$ cat config.mk
export PLATFORM = sky130hd
export DESIGN_NAME = oport_arb
export DESIGN_NICKNAME = d
export VERILOG_FILES = /design/src/rtl/mpc_arb_pkg.sv /design/src/rtl/oport_arb_rr_pick.sv /design/src/rtl/oport_arb.sv
export SDC_FILE = /design/constraint.sdc
export NUM_CORES = 1
export LEC_CHECK = 0
export ABC_AREA = 1
export CAP_MARGIN = 25
export CORE_AREA = 2 2 83 77
export CTS_CLUSTER_DIAMETER = 200
export DETAILED_ROUTE_END_ITERATION = 12
export DIE_AREA = 0 0 85 79
export GPL_ROUTABILITY_DRIVEN = 0
export PLACE_DENSITY = 0.86
export SETUP_SLACK_MARGIN = 0.15
export SYNTH_ARGS = -nofsm -noshare
export SYNTH_HDL_FRONTEND = slang
export SYNTH_SLANG_ARGS = --single-unit
export TNS_END_PERCENT = 20
$ cat constraint.sdc
create_clock -name i_clk -period 2.98 [get_ports i_clk]
set_input_delay 0.894 -clock i_clk [delete_from_list [all_inputs] [get_ports i_clk]]
set_output_delay 0.894 -clock i_clk [all_outputs]
set_load 0.1 [all_outputs]
$ cat src/rtl/mpc_arb_pkg.sv
// Shared arbiter definitions: default port count, select width and FSM state encoding.
package mpc_arb_pkg;

    localparam int PORT_NUM_DFLT = 16;
    localparam int PORT_W        = $clog2(PORT_NUM_DFLT);

    typedef enum logic [1:0] {
        IDLE  = 2'd0,
        GRANT = 2'd1,
        REL   = 2'd2
    } arb_state_t;

endpackage

$ cat src/rtl/oport_arb_rr_pick.sv
// Combinational round-robin picker (module rr_pick): first set request bit at or above ptr, with wrap.
module rr_pick
    import mpc_arb_pkg::*;
#(
    parameter int N = PORT_NUM_DFLT,
    parameter int W = PORT_W
) (
    input  logic [N-1:0] i_req,
    input  logic [W-1:0] i_ptr,
    output logic [N-1:0] o_onehot,
    output logic [W-1:0] o_idx,
    output logic         o_found
);

    logic [2*N-1:0] w_dbl;
    logic [N-1:0]   w_rot;
    logic [W-1:0]   w_off;
    logic [W:0]     w_sum;

    // Doubling the vector makes a plain right shift behave as a rotate, so bit 0 is i_req[i_ptr].
    assign w_dbl = {i_req, i_req};
    assign w_rot = N'(w_dbl >> i_ptr);

    always_comb begin
        w_off = '0;
        for (int i = N - 1; i >= 0; i--) begin
            if (w_rot[i]) begin
                w_off = W'(i);
            end
        end
    end

    assign w_sum    = {1'b0, i_ptr} + {1'b0, w_off};
    assign o_idx    = (w_sum >= (W+1)'(N)) ? W'(w_sum - (W+1)'(N)) : w_sum[W-1:0];
    assign o_found  = |i_req;
    assign o_onehot = o_found ? (N'(1) << o_idx) : '0;

endmodule

$ cat src/rtl/oport_arb.sv
// Per-output-port round-robin arbiter with grant hold until finish or withdrawal.
// Optional watchdog release is compiled in with the ARB_TIMEOUT_EN macro.
module oport_arb
    import mpc_arb_pkg::*;
#(
    parameter  int PORT_NUM    = PORT_NUM_DFLT,
    parameter  int TIMEOUT_CYC = 1024,
    localparam int SEL_W       = $clog2(PORT_NUM)
) (
    input  logic                i_clk,
    input  logic                i_rst_n,
    input  logic [PORT_NUM-1:0] i_req,
    input  logic [PORT_NUM-1:0] i_finish,
    input  logic                i_oport_ready,
    output logic [PORT_NUM-1:0] o_resp,
    output logic [SEL_W-1:0]    o_sel,
    output logic                o_grant_vld,
    output logic                o_ready,
    output logic                o_timeout
);

    arb_state_t          r_state;
    arb_state_t          w_nxt;
    logic [PORT_NUM-1:0] r_resp;
    logic [SEL_W-1:0]    r_sel;
    logic [SEL_W-1:0]    r_ptr;
    logic                r_gvld;

    logic [PORT_NUM-1:0] w_onehot;
    logic [SEL_W-1:0]    w_idx;
    logic                w_found;
    logic                w_issue;
    logic                w_fin;
    logic                w_hold;
    logic                w_tfire;
    logic                w_rel;

    rr_pick #(
        .N (PORT_NUM),
        .W (SEL_W)
    ) u_pick (
        .i_req    (i_req),
        .i_ptr    (r_ptr),
        .o_onehot (w_onehot),
        .o_idx    (w_idx),
        .o_found  (w_found)
    );

    assign w_issue = (r_state == IDLE) && w_found && i_oport_ready;
    assign w_fin   = i_finish[r_sel];
    assign w_hold  = i_req[r_sel];
    assign w_rel   = (r_state == GRANT) && (w_fin || !w_hold || w_tfire);

    always_comb begin
        w_nxt = r_state;
        case (r_state)
            IDLE:    if (w_issue) w_nxt = GRANT;
            GRANT:   if (w_rel)   w_nxt = REL;
            REL:     w_nxt = IDLE;
            default: w_nxt = IDLE;
        endcase
    end

    always_ff @(posedge i_clk or negedge i_rst_n) begin
        if (!i_rst_n) begin
            r_state <= IDLE;
            r_resp  <= '0;
            r_sel   <= '0;
            r_ptr   <= '0;
            r_gvld  <= 1'b0;
        end else begin
            r_state <= w_nxt;
            r_gvld  <= 1'b0;
            if (w_issue) begin
                r_resp <= w_onehot;
                r_sel  <= w_idx;
                r_gvld <= 1'b1;
            end else if (w_rel) begin
                r_resp <= '0;
                r_ptr  <= (r_sel == SEL_W'(PORT_NUM - 1)) ? '0 : r_sel + 1'b1;
            end
        end
    end

`ifdef ARB_TIMEOUT_EN
    logic [15:0] r_cnt;
    logic        r_tmo;

    assign w_tfire = (r_cnt == 16'(TIMEOUT_CYC - 1));

    // The pulse lands in the REL cycle and only when the watchdog alone caused the release.
    always_ff @(posedge i_clk or negedge i_rst_n) begin
        if (!i_rst_n) begin
            r_cnt <= '0;
            r_tmo <= 1'b0;
        end else begin
            r_tmo <= (r_state == GRANT) && w_tfire && w_hold && !w_fin;
            if (w_issue) begin
                r_cnt <= '0;
            end else if (r_state == GRANT) begin
                r_cnt <= r_cnt + 16'd1;
            end
        end
    end

    assign o_timeout = r_tmo;
`else
    assign w_tfire   = 1'b0;
    assign o_timeout = 1'b0;
`endif

    assign o_resp      = r_resp;
    assign o_sel       = r_sel;
    assign o_grant_vld = r_gvld;
    assign o_ready     = (r_state == IDLE);

endmodule

# After elaboration in Yosys (flattened, before gate mapping)

Cells that the tools add are included.
Widths: inputs -> output; s select.

Input port bits: 35
Output and inout port bits: 23
Flip-flop bits (word level): 27

Bitwise gates (word level): 1
Mux-type cells: 29
Shift operators: 2
Add/subtract/negate cells: 3
Equality and inequality tests: 4
Magnitude comparators: 2
Reductions and logical operators: 10

Operator list:

| cell                 | number |
|---|---|
| $mux 4               | 18 |
| $mux 16              | 3 |
| $shr 32x4->16        | 1 |
| $reduce_or 16->1     | 1 |
| $shl 1x4->16 const A | 1 |
| $bmux 1 s4           | 2 |
| $add 4x4->5          | 1 |
| $ge 5x5->1 const B   | 1 |
| $lt 4x5->1 const B   | 1 |
| $add 4x1->4 const B  | 1 |
| $eq 4x4->1 const B   | 1 |
| $mux 2               | 2 |
| $pmux 2 s2           | 1 |
| $reduce_and 2->1     | 2 |
| $sub 4x1->4 const B  | 1 |
| $logic_and 1x1->1    | 3 |
| $mux 1               | 3 |
| $eq 2x1->1 const B   | 1 |
| $logic_not 2->1      | 1 |
| $ne 2x1->1 const B   | 1 |
| $ne 2x2->1 const B   | 1 |
| $reduce_bool 2->1    | 1 |
| $logic_not 1->1      | 1 |
| $logic_or 1x1->1     | 1 |
| $not 1->1            | 1 |

# Depth between registers and ports, before layout

Gate-level depths: netlist of the first run.

Depth after elaboration: 23
Mapped depth: 32
Gate-level depth less buffers: 31

# Hierarchy

From an unflattened synthesis of the first run, not the netlist that was laid out.

Cells, all modules: 443
Area total of the unflattened synthesis: 2,861.5 um2

By module, submodules not included:

| module    | cells an instance | times used | area each (um2) |
|---|---|---|---|
| rr_pick   | 263               | 1          | 1,457.6 |
| oport_arb | 180               | 1          | 1,403.8 |

# Least setup slack after synthesis of the first run

Ideal clock, no wire load.

Kind: input -> register
From: in i_req[9]
To: reg r_resp[13], in the netlist o_resp[13]
Cell stages on the path: 27
Data required time: 2,912 ps
Arrival: 3,355 ps
Path slack: -443 ps
Path buffers: 1
Setup time: 68 ps
Cells stage by stage: nand2_1 -> nand3_1 -> nand3_1 -> nand3_1 -> nand2_1 -> nand2_1 -> nand2_1 -> nand2_1 -> nand2_1 -> nand2_1 -> nand2_1 -> nand2_1 -> nand2_1 -> nand2_1 -> nand2_1 -> nand2_1 -> nand2_1 -> nand2_1 -> a21oi_1 -> ha_1 -> a21oi_1 -> o21bai_1 -> xor2_1 -> xor2_4 -> buf_6 -> nand4_1 -> nand2_1

Word-level cells in the longest chain between the ends: 23
Elaborated cells on any way between the ends: 33
Those cells by class: 2 x add/sub; 1 x order compare; 2 x shift; 21 x mux; 7 x reduce/logical

RTL lines:

| item                                             | line                    | RTL |
|---|---|---|
| start: declaration                               | oport_arb.sv:12         | `input logic [PORT_NUM-1:0] i_req,` |
| $shr 32x4->16                                    | oport_arb_rr_pick.sv:22 | `assign w_rot = N'(w_dbl >> i_ptr);` |
| $mux 4 (16 in series)                            | oport_arb_rr_pick.sv:27 | `if (w_rot[i]) begin` |
| $add 4x4->5                                      | oport_arb_rr_pick.sv:33 | `assign w_sum = {1'b0, i_ptr} + {1'b0, w_off};` |
| $sub 4x1->4 / $ge 5x5->1 (equally long branches) | oport_arb_rr_pick.sv:34 | `assign o_idx = (w_sum >= (W+1)'(N)) ? W'(w_sum - (W+1)'(N)) : w_sum[W-1:0];` |
| $mux 4                                           | oport_arb_rr_pick.sv:34 |  |
| $shl 1x4->16                                     | oport_arb_rr_pick.sv:36 | `assign o_onehot = o_found ? (N'(1) << o_idx) : '0;` |
| $mux 16                                          | oport_arb_rr_pick.sv:36 |  |
| $mux 16                                          | oport_arb.sv:74         | `if (w_issue) begin` |
| end signal: assignment                           | oport_arb.sv:75         | `r_resp <= w_onehot;` |
| end: declaration                                 | oport_arb.sv:24         | `logic [PORT_NUM-1:0] r_resp;` |

Several ways; a longest one is shown, not always the timed one. The select of a mux whose other input is x is not followed.
A chain may end at the register's enable or synchronous reset.

# Worst setup path in the final report of the first run

From: in i_req[5]
To: reg r_resp[3], in the netlist o_resp[3]

Same word-level chain as after synthesis.

==> flow_metrics.env, run 1 <==
export IMPL_status="complete, but fails checks"
export IMPL_violations="negative setup slack"
export IMPL_core_area_sq_um=5910
export IMPL_route_detailed_drc=0
export IMPL_ys_ff_latch=27
export IMPL_cp_end_kind="flop"
export IMPL_yosysTopAreaCell="dfrtp_1"
export IMPL_dp_final_hpwl_mm=6.19
export IMPL_drt_initial_drc_count=219
export IMPL_timing_fmax_mhz=283
export IMPL_wl_mm=10.1
export IMPL_worstPathRequired_ps=3180
export IMPL_row_count=27
export IMPL_syn_area_sq_um=2590
export IMPL_clock_skew_ps=1.60
export IMPL_grt_pass1_wl_mm=13.5
export IMPL_netlist_area_leader_share_pct=26.1
export IMPL_dr_total_vias=3463
export IMPL_period_share_pct=119
export IMPL_cts_tree="yes"
export IMPL_cap_viol_max_count=0
export IMPL_crit_arrival_ps=3730
export IMPL_fin_crit_ps=3530
export IMPL_dpl_worst_slack_ps=-1200
export IMPL_holdWs_ps=492
export IMPL_synthFlopType="dfrtp_1"
export IMPL_cp_max_fo=3
export IMPL_synth_async_sr_flop_share_pct=100
export IMPL_cts_made_buffers=3
export IMPL_n_fill_cell=388
export IMPL_netlist_instances=401
export IMPL_hold_path_class="flop to flop"
export IMPL_final_nets=571
export IMPL_htree_levels=1
export IMPL_setup_violations_final=19
export IMPL_die_w_um=85
export IMPL_grt_pass1_vias=3098
export IMPL_final_antenna_net_count=0
export IMPL_syn_to_final_growth_pct=66.5
export IMPL_clk_pin_slew_ps=90
export IMPL_seq_area_frac_synth_pct=26.1
export IMPL_io_buffers=56
export IMPL_crit_type="primary input to flop"
export IMPL_gr_total_overflow=0
export IMPL_final_hold_violation_count=0
export IMPL_root_buffer="clkbuf_8"
export IMPL_syn_avg_cell_area_sq_um=6.46
export IMPL_dr_pass1_iters=5
export IMPL_routedWlPerCell_um=16.8
export IMPL_seq_area_sq_um=677
export IMPL_yosysWarnings=0
export IMPL_clockBufferDepth=2
export IMPL_initial_core_util_pct=43.8
export IMPL_syn_nets=441
export IMPL_yosys_cell_types_count=41
export IMPL_clock_sinks=27
export IMPL_setup_ws_ps=-552
export IMPL_antenna_found_initial=0
export IMPL_synth_common_cells="103 x nand2_1, 62 x nand3_1, 45 x inv_1, 27 x dfrtp_1, 25 x o21ai_0"
export IMPL_clock_latency_ps=270
export IMPL_viasPerCell=5.75
export IMPL_multi_input_area_sq_um=2080
export IMPL_yosysMostFrequentCell="nand2_1"
export IMPL_drive_above_1_share_pct=48.3
export IMPL_grt_max_degree=28
export IMPL_maxSlewViolCount=0
export IMPL_synth_area_leaders="dfrtp_1 26%, nand2_1 15%, nand3_1 12%"
export IMPL_diodes=0
export IMPL_top_level_ports=58
export IMPL_dieArea_sq_um=6720
export IMPL_die_h_um=79
export IMPL_rsz0062_at_grt="true"
export IMPL_cp_start_kind="primary input"
export IMPL_grtUsageTotal_pct=23.9
export IMPL_synth_edf_count=0
-- through the flow --
step / TNS (ps) / cell area, sq um / util [%] / cells
floorplan: -4540 / 2700 / - / 401
global placement: -20300 / 3730 / 63.1 / 582
detailed placement: -22200 / 3730 / 63.1 / 582
CTS: -7870 / 3850 / 65.2 / 586
global route: -13580 / 4320 / 73.0 / 602
finish: -9750 / 4320 / 73.0 / 602
-- cell usage in the layout, fill, tap and decap left out, types with 3 or more instances in the layout --
master,instances
buf_6,5
nor2_1,12
dfrtp_1,26
inv_1,41
buf_4,111
nand4_1,7
o21ai_0,23
nand2_1,73
nand3_1,27
nand3_4,6
nor2_2,6
nand3_2,35
nor3_2,3
clkbuf_8,3
inv_2,12
a22o_1,5
a21oi_1,8
o21ai_2,9
nor3_1,4
o31ai_2,3
clkdlybuf4s50_1,18
nand2_2,24
o21ai_1,13
buf_12,3
nand2_4,17
ha_1,4
-- path summary, 6_finish.rpt --
path / startpoint / end / slack (ps) / depth (start not counted)
max: i_req[5] / o_resp[3] / -550 / 28
min: o_resp[14] / o_resp[14] / 490 / 2
max reg2reg: r_ptr[0] / o_resp[3] / -520 / 31
min reg2reg: o_resp[14] / o_resp[14] / 490 / 2
max in group asynchronous: i_rst_n / r_ptr[0] / 1710 / 2
min in group asynchronous: i_rst_n / o_grant_vld / 1000 / 2
-- sequential cells by signal, summed over array words and instances (netlist names) --
name	flops
o_grant_vld	1
r_state	2
o_resp	16
o_sel	4
r_ptr	4
-- layout make-up --
cell class	instances	share of cell area (%)
Tap cell	72	2.09
Timing Repair Buffer	141	28.0
Sequential cell	27	15.7
Multi-Input combinational cell	303	48.1
Clock buffer	4	1.04
Inverter	55	5.02
-- critical path: stages --
cell	delay (ps)
buf_4	130
nand2_2	80
nand3_2	100
nand3_1	140
nand2_2	80
o21ai_2	170
nand2_1	70
nand2_1	50
nand2_1	40
nand2_1	50
nand2_1	40
nand2_1	50
nand2_1	50
nand2_1	50
nand2_1	50
nand2_1	50
nand2_1	60
a21oi_2	220
buf_4	160
ha_1	160
or2_2	130
nand2_2	60
buf_4	130
nor2_1	120
inv_1	90
nor3_2	230
inv_1	110
o21ai_2	160
-- metal layers --
layer / share of wire, % / GRT usage [%] / vias up
met3: 6.3 / 2.60 / 56
met1: 37 / 28.8 / 1642
met4: 4.9 / 7.46 / 0
met2: 52 / 44.3 / 189
li1: - / - / 1576
met5: 0 / 0 / -
-- cells by family (layout without fill, tap and decap cells) --
logic type / after synthesis / count (layout) / synth area share [%]
buffers and inverters: 71 / 200 / 12.7
other: 1 / 1 / 0.145
AND/OR/NAND/NOR: 222 / 222 / 40.3
XOR/XNOR: 4 / 4 / 2.08
adder cells (fa/ha/maj): 5 / 5 / 2.41
AO/OA/AOI/OAI: 71 / 71 / 16.4
flip-flops: 27 / 27 / 26.1
-- what timing repair did --
| item | 4_1_cts | 5_1_grt |
|---|---|---|
| setup buffers | 0 | 14 |
| gates resized for setup | 52 | 135 |
| gates cloned | 0 | 2 |
| setup endpoints to repair | 20 | 20 |
| hold buffers | 0 | 0 |
| pin swaps | 7 | 45 |
Power of run 1 is not shown: default switching activity piles up to over one toggle a cycle in this logic, so the estimate is an artifact.
==> run 2: changes to the inputs <==
--- a/config.mk
+++ b/config.mk
@@ -12,6 +12,7 @@
 export DETAILED_ROUTE_END_ITERATION = 12
 export DIE_AREA = 0 0 85 79
 export GPL_ROUTABILITY_DRIVEN = 0
+export GPL_TIMING_DRIVEN = 0
 export PLACE_DENSITY = 0.86
 export SETUP_SLACK_MARGIN = 0.15
 export SYNTH_ARGS = -nofsm -noshare
==> run 2 against run 1 <==
Effect of this change:
- the flow still finishes with violations (negative setup slack)
- largest cell class unchanged
- core utilization fell by 4.6 points
- critical endpoint is now o_resp[8]
- critical path depth fell by 5
- clock-buffer cell count did not move
==> flow_metrics.env, run 2 (synthesis results as in run 1) <==
export IMPL_worstPathRequired_ps=3140
export IMPL_period_share_pct=116
export IMPL_status="complete, but fails checks"
export IMPL_cp_max_fo=8
export IMPL_cp_end_kind="flop"
export IMPL_rr_endpoint="o_resp[8]"
export IMPL_clockBufferDepth=2
export IMPL_clock_skew_ps=4.09
export IMPL_dp_final_hpwl_mm=5.81
export IMPL_cap_viol_max_count=0
export IMPL_final_cell_mix="71 x nand2_1, 42 x inv_1, 37 x clkdlybuf4s50_1"
export IMPL_crit_arrival_ps=3630
export IMPL_viasPerCell=5.79
export IMPL_die_w_um=85
export IMPL_io_buffers=56
export IMPL_r2r_cells=23
export IMPL_use_met1_pct=29.7
export IMPL_use_met3_pct=3.85
export IMPL_worstHoldStart="o_resp[13]"
export IMPL_setup_violations_final=19
export IMPL_holdBufCountCts=0
export IMPL_clk_pin_slew_ps=90
export IMPL_dieArea_sq_um=6720
export IMPL_initial_core_util_pct=43.8
export IMPL_n_fill_cell=446
export IMPL_timing_fmax_mhz=288
export IMPL_use_met2_pct=44.0
export IMPL_crit_type="flop to flop"
export IMPL_root_buffer="clkbuf_8"
export IMPL_routedWlPerCell_um=16.9
export IMPL_top_level_ports=58
export IMPL_hold_path_class="flop to flop"
export IMPL_final_nets=527
export IMPL_antenna_found_initial=0
export IMPL_finish_utilization_pct=68.4
export IMPL_hold_end="o_resp[13]"
export IMPL_core_area_sq_um=5910
export IMPL_violations="negative setup slack"
export IMPL_dr_pass1_iters=7
export IMPL_row_count=27
export IMPL_clock_latency_ps=270
export IMPL_final_antenna_net_count=0
export IMPL_slew_limit_headroom_pct=34.1
export IMPL_grt_pass1_wl_mm=13.9
export IMPL_reg2reg_from="r_ptr[0]"
export IMPL_route_detailed_drc=0
export IMPL_cts_made_buffers=3
export IMPL_rsz0062_at_grt="true"
export IMPL_dr_total_vias=3232
export IMPL_grtUsageTotal_pct=25.2
export IMPL_largest_reg_flops=16
export IMPL_maxSlewViolCount=0
export IMPL_htree_levels=1
export IMPL_clock_sinks=27
export IMPL_drt_initial_drc_count=289
export IMPL_cp_start_kind="flop"
export IMPL_reg2reg_slack_ps=-490
export IMPL_final_hold_violation_count=0
export IMPL_wl_mm=9.41
export IMPL_grt_pass1_vias=3105
export IMPL_setup_ws_ps=-491
export IMPL_cts_tree="yes"
export IMPL_drive_above_1_share_pct=36.8
export IMPL_grt_max_degree=23
export IMPL_syn_to_final_growth_pct=56.1
export IMPL_worst_pin_slew_ps=985
export IMPL_gr_total_overflow=0
export IMPL_hold_depth=2
export IMPL_layoutNonFillerInstCount=558
export IMPL_die_h_um=79
export IMPL_dp_cells=530
export IMPL_diodes=0
export IMPL_fin_crit_ps=3470
export IMPL_final_common_cell="nand2_1"
export IMPL_top_usage_layer="met2"
==> run 2: cell types whose count changed in the layout (fill, tap and decap cells not counted), moves of 3 or more <==
cell	previous run	this run
buf_4	111	31
clkdlybuf4s50_1	18	37
buf_2	0	5
buf_6	5	10
dlygate4sd2_1	0	3
nand3_2	35	32
nor2_2	6	3
o21ai_2	9	6
==> run 2: area by class of cell <==
class	count	area, sq um	area share, %
plain buffers	16	149	3.68
multi-input cells	303	2080	51.5
well taps	72	90.1	2.23
inverters	55	229	5.66
flip-flops and latches	27	676	16.7
repair buffers	81	774	19.1
clock buffers	4	45.0	1.11
==> run 2: through the flow <==
| stage | setup WS (ps) | hold WS, ps | area, sq um | TNS [ps] |
|---|---|---|---|---|
| after floorplan | -339 | 457 | 2700 | -4540 |
| after global placement | -1310 | 462 | 3350 | -22900 |
| after detailed placement | -1390 | 467 | 3370 | -24130 |
| after CTS | -402 | 489 | 3810 | -6240 |
| after global routing | -685 | 499 | 4050 | -11740 |
| final | -491 | 488 | 4050 | -8120 |
==> run 2: per-layer routing <==
metal	vias up	wire length, um	part of all wire, %
met5	-	0	0
met4	0	416	4.4
met3	47	672	7.1
met2	205	4750	50
met1	1488	3570	38
li1	1492	-	-
==> run 2: critical path, stage by stage (launching register included) <==
cell      delay, ps
dfrtp_1         380
buf_6           170
clkinv_8        100
buf_12          160
nand2_4          90
nand3_4         110
nand3_4          80
nand2_2          50
nand2_1          70
nand2_2          60
buf_4           140
a21oi_4         110
inv_2            50
a31oi_1         160
o21ai_1          90
nand2_1          70
a21boi_1         60
ha_1            340
a21oi_4         200
o21bai_2        110
xor2_2          180
xor2_4          190
buf_6           150
a22o_1          210
==> run 2: worst max-delay path by stage <==
| stage | slack, ps | startpoint | depth (start not counted) | to |
|---|---|---|---|---|
| 3_3_place_gp | -1310 | i_req[1] | 29 | o_resp[14] |
| 2_1_floorplan | -340 | i_req[1] | 29 | o_resp[14] |
| 3_5_place_dp | -1390 | i_req[1] | 29 | o_sel[3] |
| 5_1_grt | -690 | r_ptr[0] | 31 | o_resp[14] |
| 6_report | -490 | r_ptr[0] | 23 | o_resp[8] |
| 4_1_cts | -400 | r_ptr[0] | 30 | o_resp[8] |
==> run 2: what timing repair did <==
item                                    CTS  global route
resized for setup                       157            43
pin swaps                                45            21
gates cloned                              2             0
endpoints found under the hold margin     0             0
endpoints found under the setup margin   23            20
buffers inserted                         17             5
Power of run 2 is left out for the same reason.
